### config.mk
export PLATFORM = sky130hd
export DESIGN_NAME = pipe_stage_reg
export DESIGN_NICKNAME = d
export VERILOG_FILES = /design/src/rtl/pipe_stage_reg.sv
export SDC_FILE = /design/constraint.sdc
export NUM_CORES = 1
export LEC_CHECK = 0
export ABC_AREA = 0
export CAP_MARGIN = 20
export CORE_ASPECT_RATIO = 1.5
export CORE_MARGIN = 8
export CORE_UTILIZATION = 52
export CTS_CLUSTER_DIAMETER = 120
export DETAILED_ROUTE_END_ITERATION = 10
export PLACE_DENSITY_LB_ADDON = 0.2
export SKIP_LAST_GASP = 1
export SYNTH_ARGS = -nofsm -noshare
export SYNTH_HDL_FRONTEND = slang
export SYNTH_SLANG_ARGS = --single-unit
### constraint.sdc
create_clock -name clock -period 2.1 [get_ports clock]
set_input_delay 0.525 -clock clock [delete_from_list [all_inputs] [get_ports clock]]
set_output_delay 0.525 -clock clock [all_outputs]
set_load 0.01 [all_outputs]
### src/rtl/pipe_stage_reg.sv
// rtl/pipe_stage_reg.sv - WIDTH-generic ready/valid pipeline-stage register with 2-entry skid buffer
// Optional feature macro: PIPE_STAGE_BUBBLE_ZERO_EN (reload RESET_VAL whenever the stage empties)
module pipe_stage_reg #(
  parameter int unsigned      WIDTH     = 32,
  parameter logic [WIDTH-1:0] RESET_VAL = '0
) (
  input  logic             clock,
  input  logic             clear_n,
  input  logic             flush,
  input  logic             in_valid,
  output logic             in_ready,
  input  logic [WIDTH-1:0] in_data,
  output logic             out_valid,
  input  logic             out_ready,
  output logic [WIDTH-1:0] out_data,
  output logic [1:0]       occupancy
);

  typedef enum logic [1:0] {
    EMPTY = 2'd0,
    ONE   = 2'd1,
    FULL  = 2'd2
  } state_t;

  state_t           state_q, state_d;
  logic [WIDTH-1:0] main_q, skid_q;
  logic             ready_q;
  logic             push, pop;
  logic             load_main, load_skid, main_from_skid;
  logic [WIDTH-1:0] main_d;

  // ready_q keeps the stage closed for the first edge after reset release
  always_ff @(posedge clock or negedge clear_n) begin
    if (!clear_n) begin
      ready_q <= 1'b0;
    end else begin
      ready_q <= 1'b1;
    end
  end

  assign in_ready  = ready_q & (state_q != FULL) & ~flush;
  assign out_valid = (state_q != EMPTY);
  assign occupancy = state_q;
  assign out_data  = main_q;
  assign push      = in_valid & in_ready;
  assign pop       = out_valid & out_ready;

  always_comb begin
    state_d        = state_q;
    load_main      = 1'b0;
    load_skid      = 1'b0;
    main_from_skid = 1'b0;
    if (flush) begin
      state_d = EMPTY;
    end else begin
      case (state_q)
        EMPTY: begin
          if (push) begin
            state_d   = ONE;
            load_main = 1'b1;
          end
        end
        ONE: begin
          if (push && !pop) begin
            state_d   = FULL;
            load_skid = 1'b1;
          end else if (push && pop) begin
            load_main = 1'b1;
          end else if (pop) begin
            state_d = EMPTY;
          end
        end
        FULL: begin
          if (pop) begin
            state_d        = ONE;
            load_main      = 1'b1;
            main_from_skid = 1'b1;
          end
        end
        default: state_d = EMPTY;
      endcase
    end
  end

  assign main_d = main_from_skid ? skid_q : in_data;

  always_ff @(posedge clock or negedge clear_n) begin
    if (!clear_n) begin
      state_q <= EMPTY;
      main_q  <= RESET_VAL;
      skid_q  <= RESET_VAL;
    end else begin
      state_q <= state_d;
`ifdef PIPE_STAGE_BUBBLE_ZERO_EN
      // bubbles carry RESET_VAL so downstream sees a NOP while out_valid is low
      if (state_d == EMPTY) begin
        main_q <= RESET_VAL;
        skid_q <= RESET_VAL;
      end else begin
        if (load_main) main_q <= main_d;
        if (load_skid) skid_q <= in_data;
      end
`else
      if (load_main) main_q <= main_d;
      if (load_skid) skid_q <= in_data;
`endif
    end
  end

endmodule

# [Yosys cells after proc, flatten, opt, wreduce, memory -nomap -nowiden]
# Cells that the tools add are included.
[totals] register_bits=67 latch_bits=0 ramBits=0 romBits=0 inputBits=37 n_memories=0
[classes] addsub=0 multipliers=0 n_div=0 magnitude_cmp=0 n_eq_ne=7 n_shift=0 n_mux=19 n_bitwise=5 reduce_logical=6
[op_table] cell="two-way mux 32 bit" count=1
[op_table] cell="two-way mux 2 bit" count=6
[op_table] cell="two-way mux 1 bit" count=10
[op_table] cell="!= test 4 bit (second input constant)" count=2
[op_table] cell="!= test 3 bit (second input constant)" count=2
[op_table] cell="case mux 2 bit (3 select lines)" count=1
[op_table] cell="bitwise AND 1 bit" count=4
[op_table] cell="AND reduction 4 bit" count=1
[op_table] cell="case mux 1 bit (3 select lines)" count=1
[op_table] cell="== test 2 x 1 -> 1 bit (second input constant)" count=1
[op_table] cell="== test 2 bit (second input constant)" count=1
[op_table] cell="logical AND 1 bit" count=2
[op_table] cell="logical NOT 2 bit" count=1
[op_table] cell="!= test 2 bit (second input constant)" count=1
[op_table] cell="nonzero test 2 bit" count=1
[op_table] cell="logical NOT 1 bit" count=1
[op_table] cell="NOT 1 bit" count=1

# [Logic depth before layout (Yosys ltp)]
# Gate-level depths: netlist (run 1).
[depth] depth_word=9 mapped_depth=6 mapped_depth_nobuf=4

# [Worst setup path before layout (run 1)]
# No wires, ideal clock.
[synth_path] path_type="input to register" start="in flush" end="reg skid_q[5]" t_arrival_ps=1419 required_ps=1973 slack_ps=554 stages=4 n_path_buf=1 path_cell_list="and4bb_2 -> nand2_4 -> buf_6 -> mux2_1"
[synth_between] elab_chain_len=7
[synth_lines] item="from (decl)" line_no="9" source="input logic flush,"
[synth_lines] item="NOT 1 bit" line_no="41" source="assign in_ready = ready_q & (state_q != FULL) & ~flush;"
[synth_lines] item="bitwise AND 1 bit" line_no="41"
[synth_lines] item="bitwise AND 1 bit" line_no="45" source="assign push = in_valid & in_ready;"
[synth_lines] item="logical AND 1 bit" line_no="64" source="if (push && !pop) begin"
[synth_lines] item="two-way mux 1 bit" line_no="64"
[synth_lines] item="two-way mux 1 bit" line_no="56" source="case (state_q)"
[synth_lines] item="two-way mux 1 bit *" line_no="53" source="if (flush) begin"
[synth_lines] item="to (signal assigned)" line_no="105" source="if (load_skid) skid_q <= in_data;"
[synth_lines] item="to (decl)" line_no="26" source="logic [WIDTH-1:0] main_q, skid_q;"
# Every way passes the cells marked *; elsewhere a longest branch is shown, timed or not.
# A chain may end at the register's enable or synchronous reset.

# [Worst setup path in the final report (run 1)]
[layout_path] start="in flush" end="out in_ready"
[layout_between] elab_chain_len=2
[layout_lines] item="NOT 1 bit" line_no="41"
[layout_lines] item="bitwise AND 1 bit" line_no="41"
[layout_lines] item="to (decl)" line_no="11" source="output logic in_ready,"
# No other way between the ends.

==> impl_metrics.csv, run 1 <==
group,metric,value,unit
logic_synthesis,synthAdderAreaFrac,0,%
critical_path,criticalPathCategory,"in -> out",
layout,syn_to_final_growth,36.7,%
logic_synthesis,synth-compound-area-share,6.97,%
logic_synthesis,syn_avg_cell_area,12.8,sq um
place,post-place-ws,-0.171,ns
timing,period_share,94.4,%
layout,stdcell_area,0.00395,sq mm
logic_synthesis,synth_edf_count,0,
power_and_ir_drop,powerDensity,899,mW/mm^2
logic_synthesis,yosys-top-cells-area,"dfrtp_1 58%, mux2_2 12%, mux2i_1 11%, o21ai_0 4.8%, nand2_1 4.4%",
logic_synthesis,yosysSeqAreaShare,58.0,%
critical_path,worst_setup_path_start_kind,"input pin",
drt,vias,1992,
critical_path,required,1.57,ns
timing,rsz0062_at_grt,"false",
timing,drv_slew,0,
logic_synthesis,synthMuxAreaShare,23.9,%
critical_path,critical_path.max_fanout,2,
logic_synthesis,synth_top_family_by_area,"multiplexers",
logic_synthesis,ys_warn_count,0,
clocking,clk_path_buf_depth,2,
timing,setup-tns-final,0,ns
drt,routed_wl,6120,um
global_route,grt_use_total,15.4,%
place,portBuffers,72,
logic_synthesis,synth_xor_area_share,0,%
logic_synthesis,async_flop_share,100,%
layout,fill_cells,381,
clocking,clk_pin_slew,0.07,ns
timing,worst_slack,0.117,ns
critical_path,cp_cell_sequence,"clkdlybuf4s50_1, nor3b_1, dlygate4sd2_1",
floorplanning,rows,33,
global_route,grt-ovfl-total,0,
logic_synthesis,synth_flop_cell,"dfrtp_1",
floorplanning,fp.dieArea,0.00825,sq mm
timing,max_clock_freq,504,MHz
place,place.gp.congestion,0.756,
layout,utilization,73.1,%
logic_synthesis,yosys.area_share.simple,7.05,%
clocking,cts_root_buf,"clkbuf_8",
drt,wl_per_cell,16.0,um
critical_path,timing.critical_path.buf_inv,2,
power_and_ir_drop,leakagePower,1.75,nW
clocking,holdBufCountCts,0,
floorplanning,ios,73,
drt,firstDrtPassIters,4,
power_and_ir_drop,ir_drop,0.000554,V
status,status,"completed",
clocking,cts_buffers,9,
clocking,insertion_delay,0.34,ns
drt,dr.first_iter.drc_count,89,
global_route,grt_antenna_before_repair,0,
logic_synthesis,synth_nets,263,
timing,final.min_clock_period,1.98,ns
critical_path,path_delay_family,"buffers and inverters",
clocking,clock_sinks,67,
layout,final_layout_size_suffix_gt1_share,20.2,%
logic_synthesis,ys_ff_latch,67,
floorplanning,core_area,0.00541,sq mm
critical_path,crit_path_end_kind,"output port",
critical_path,arrival,1.46,ns
drt,ant_nets,0,
timing,hold_violations,0,
global_route,grt_pass1_vias,2105,
critical_path,reg2reg_depth,4,
power_and_ir_drop,fin_total_pwr,0.00355,W
layout,multi_input_area,0.00110,sq mm
drt,drc,0,
clocking,post_cts.repair.setup_buffers,0,
logic_synthesis,synth_cell_types,23,
logic_synthesis,syn_area,0.00289,sq mm
logic_synthesis,yosysTopAreaCellShare,58.0,%
layout,final_nets,344,
worst_hold_path,hold_path.class,"in -> async",
critical_path,worstSetupPathDepth,3,
global_route,grt_max_degree,68,
global_route,grt_pass1_wl,10100,um
logic_synthesis,synthCells,226,
flow_run,max_cap_violations,0,
floorplanning,die_y,107,um
layout,regArea,0.00168,sq mm
critical_path,cp_slowest_cell,"clkdlybuf4s50_1",
floorplanning,initial_core_util,53.5,%
floorplanning,die_w,76.9,um
timing,clock_skew,0.00653,ns
critical_path,cp_slowest_stage_delay,0.42,ns
layout,antenna_cells,0,
logic_synthesis,synth_top_area_cell,"dfrtp_1",
timing,setup_viol,0,
clocking,cts_tree,"built",
place,dp_hpwl,4250,um
place,place_area,0.00372,sq mm
clocking,cts_max_level,3,
drt,avgViaCountPerCell,5.21,
==> kinds of logic (layout without fill, tap and decap cells) <==
family,count (synthesis),count (layout)
buffers and inverters,13,99
AOI/OAI and AO/OA,36,36
other,1,1
muxes,65,65
DFF,67,67
and+or+nand+nor,44,44
==> cell usage in the layout (no fill, tap or decap), drive strengths merged <==
cell type | netlist | final
clkdlybuf4s50 | 0 | 69
dfrtp | 67 | 67
nand2 | 35 | 35
mux2i | 33 | 33
mux2 | 32 | 32
o21ai | 32 | 32
clkbuf | 2 | 12
buf | 11 | 12
nor2b | 2 | 2
and4bb | 2 | 2
nor2 | 2 | 2
bufinv | 0 | 2
dlygate4sd2 | 0 | 2
or2 | 1 | 1
nor3b | 1 | 1
nand2b | 1 | 1
a21oi | 1 | 1
o21a | 1 | 1
o22a | 1 | 1
a22o | 1 | 1
clkinv | 0 | 1
clkinvlp | 0 | 1
conb | 1 | 1
==> Yosys cell counts, types with 2 or more instances <==
| library cell | count |
|---|---|
| buf_4 | 5 |
| nor2_1 | 2 |
| nor2b_1 | 2 |
| nand2_1 | 34 |
| buf_6 | 6 |
| o21ai_1 | 4 |
| clkbuf_2 | 2 |
| mux2i_1 | 33 |
| o21ai_0 | 28 |
| mux2_2 | 30 |
| dfrtp_1 | 67 |
| mux2_1 | 2 |
==> path summary, 6_finish.rpt <==
kind                                    from           end  slack, ns
worst max register to register  occupancy[0]  out_data[19]       0.55
worst max-delay path                   flush      in_ready       0.12
worst min register to register   out_data[8]   out_data[8]       0.48
worst min-delay path                 clear_n  occupancy[0]       0.18
min in group clock               out_data[8]   out_data[8]       0.48
max in group asynchronous            clear_n    skid_q[23]       1.61
==> timing repair <==
item | 4_1_cts | 5_1_grt
setup endpoints to repair | 2 | 0
gates resized for setup | 3 | 0
endpoints found under the hold margin | 0 | 0
==> through the flow <==
stage,hold slack [ns],instances
CTS,0.210,382
global route,0.214,382
floorplan,0.229,226
detailed placement,0.468,366
global placement,0.461,366
finish,0.179,382
==> registers in the layout (all words and copies together) (netlist names) <==
name	flops
skid_q	32
ready_q	1
occupancy	2
out_data	32
==> report_power, final <==
part / switching (W) / internal, W / leakage, nW
Clock: 0.000480 / 0.000732 / 0.113
Combinational: 0.000266 / 0.000418 / 0.780
Sequential: 0.000127 / 0.00153 / 0.856
==> layout make-up <==
type / count / area share, %
Clock buffer: 12 / 3.93
Clock inverter: 4 / 1.84
Multi-Input combinational cell: 146 / 27.8
Sequential cell: 67 / 42.5
Tap cell: 70 / 2.22
Timing Repair Buffer: 83 / 21.7
==> per-layer routing <==
metal	share of wire [%]	wire, um	vias up	global-route usage, %
li1	-	-	949	-
met1	40	2430	970	17.4
met2	52	3170	59	25.2
met3	5.6	341	14	4.77
met4	3.0	181	0	8.84
met5	0	0	-	0
No activity file was read; power rests on OpenSTA's default activity.
==> run 2: changes to the inputs <==
- CORE_UTILIZATION: 52 -> 50
==> impl_metrics.csv, run 2 (same netlist as run 1, synthesis figures left out) <==
group,metric,value,unit
timing,final.min_clock_period,1.97,ns
timing,clock_skew,0.00533,ns
layout,syn_to_final_growth,37.9,%
clocking,cts_max_level,3,
power_and_ir_drop,fin_total_pwr,0.00361,W
timing,max_clock_freq,508,MHz
power_and_ir_drop,ir_drop,0.000717,V
critical_path,path_delay_family,"buffers and inverters",
clocking,clk_path_buf_depth,2,
layout,final_layout_size_suffix_gt1_share,20.4,%
layout,final_nets,345,
clocking,clock_sinks,67,
floorplanning,rows,34,
timing,hold_violations,0,
timing,period_share,93.8,%
drt,wl_per_cell,15.5,um
flow_run,max_cap_violations,0,
worst_hold_path,hold_path.class,"in -> async",
critical_path,critical_path.max_fanout,2,
critical_path,arrival,1.44,ns
layout,stdcell_area,0.00399,sq mm
drt,firstDrtPassIters,4,
critical_path,cp_cell_sequence,"clkdlybuf4s50_1, nor3b_1, dlygate4sd2_1",
critical_path,cp_slowest_stage_delay,0.42,ns
clocking,cts_buffers,9,
critical_path,worst_setup_path_start_kind,"input pin",
critical_path,criticalPathCategory,"in -> out",
layout,final_common_cell,"clkdlybuf4s50_1",
critical_path,required,1.57,ns
power_and_ir_drop,leakagePower,1.77,nW
timing,worst_slack,0.130,ns
drt,routed_wl,5950,um
floorplanning,ios,73,
critical_path,cp_slowest_cell,"clkdlybuf4s50_1",
critical_path,timing.critical_path.buf_inv,2,
global_route,grt_pass1_wl,9980,um
clocking,insertion_delay,0.32,ns
drt,dr.first_iter.drc_count,51,
clocking,cts_root_buf,"clkbuf_8",
floorplanning,die_y,109,um
place,post-place-ws,-0.171,ns
layout,antenna_cells,0,
place,place.gp.congestion,0.709,
timing,drv_slew,0,
place,dp_hpwl,4220,um
global_route,grt_antenna_before_repair,0,
critical_path,crit_path_end_kind,"output port",
status,status,"completed",
timing,rsz0062_at_grt,"false",
drt,avgViaCountPerCell,5.05,
place,portBuffers,72,
drt,ant_nets,0,
floorplanning,initial_core_util,50.7,%
floorplanning,die_w,78.1,um
drt,drc,0,
global_route,grt-ovfl-total,0,
floorplanning,fp.dieArea,0.00852,sq mm
global_route,grt_pass1_vias,2156,
floorplanning,core_area,0.00570,sq mm
clocking,cts_tree,"built",
clocking,clk_pin_slew,0.06,ns
drt,vias,1946,
timing,setup_viol,0,
power_and_ir_drop,powerDensity,906,mW/mm^2
place,place_area,0.00375,sq mm
layout,layout_common_cells,"69 x clkdlybuf4s50_1, 66 x dfrtp_1, 34 x nand2_1",
layout,utilization,70.0,%
clocking,post_cts.repair.setup_buffers,0,
global_route,grt_max_degree,68,
global_route,grt_use_total,14.7,%
## run 2: changes by cell type in the layout (fill, tap and decap cells not counted), sizes merged
cell / before / now
buf: 12 / 13
bufinv: 2 / 3
clkbuf: 12 / 11
clkinv: 1 / 2
clkinvlp: 1 / 0
## run 2: final timing paths
path | start | endpoint | slack [ns] | cells past startpoint
max | flush | in_ready | 0.13 | 3
min | clear_n | out_data[8] | 0.19 | 2
max reg2reg | occupancy[1] | skid_q[6] | 0.55 | 4
min reg2reg | out_data[30] | out_data[30] | 0.48 | 2
max in group asynchronous | clear_n | out_data[12] | 1.61 | 2
min in group clock | out_data[30] | out_data[30] | 0.48 | 2
## run 2: repair_timing
| item | in CTS | in global routing |
|---|---|---|
| endpoints found under the setup margin | 2 | 0 |
| hold buffers | 0 | 0 |
| resized for setup | 3 | 0 |
## run 2: where the power goes
group,internal [W],total [W],switching (W)
Sequential,0.00153,0.00165,0.000127
Clock,0.000818,0.00127,0.000455
Combinational,0.000421,0.000685,0.000264
Total,0.00277,0.00361,0.000845
## run 2: layer usage
layer  track usage (%)  share of wire, %  routed length [um]
met4              7.31               2.3                 134
met3              4.87               4.9                 292
met2              25.8                53                3180
met5                 0                 0                   0
met1              15.3                39                2340
## run 2: layout make-up
| cell class | instances | area, sq um |
|---|---|---|
| fillers | 448 | 1710 |
| multi-input cells | 146 | 1100 |
| repair buffers | 84 | 878 |
| clock inverters | 5 | 100 |
| well taps | 72 | 90.1 |
| flip-flops and latches | 67 | 1680 |
| clock buffers | 11 | 141 |
## run 2: per-stage QoR
stage / setup TNS, ns / hold slack [ns] / std cells
6_report: 0 / 0.189 / 385
5_1_grt: 0 / 0.202 / 385
4_1_cts: 0 / 0.205 / 385
3_5_place_dp: -3.08 / 0.469 / 369
3_3_place_gp: -1.41 / 0.461 / 369
2_1_floorplan: 0 / 0.229 / 226
## run 2: worst register-to-register path: cells and delay by family (launching register included)
family                 cells  cell delay (ns)
buffers and inverters      1             0.17
muxes                      1             0.31
DFF                        1             0.45
and+or+nand+nor            2             0.50
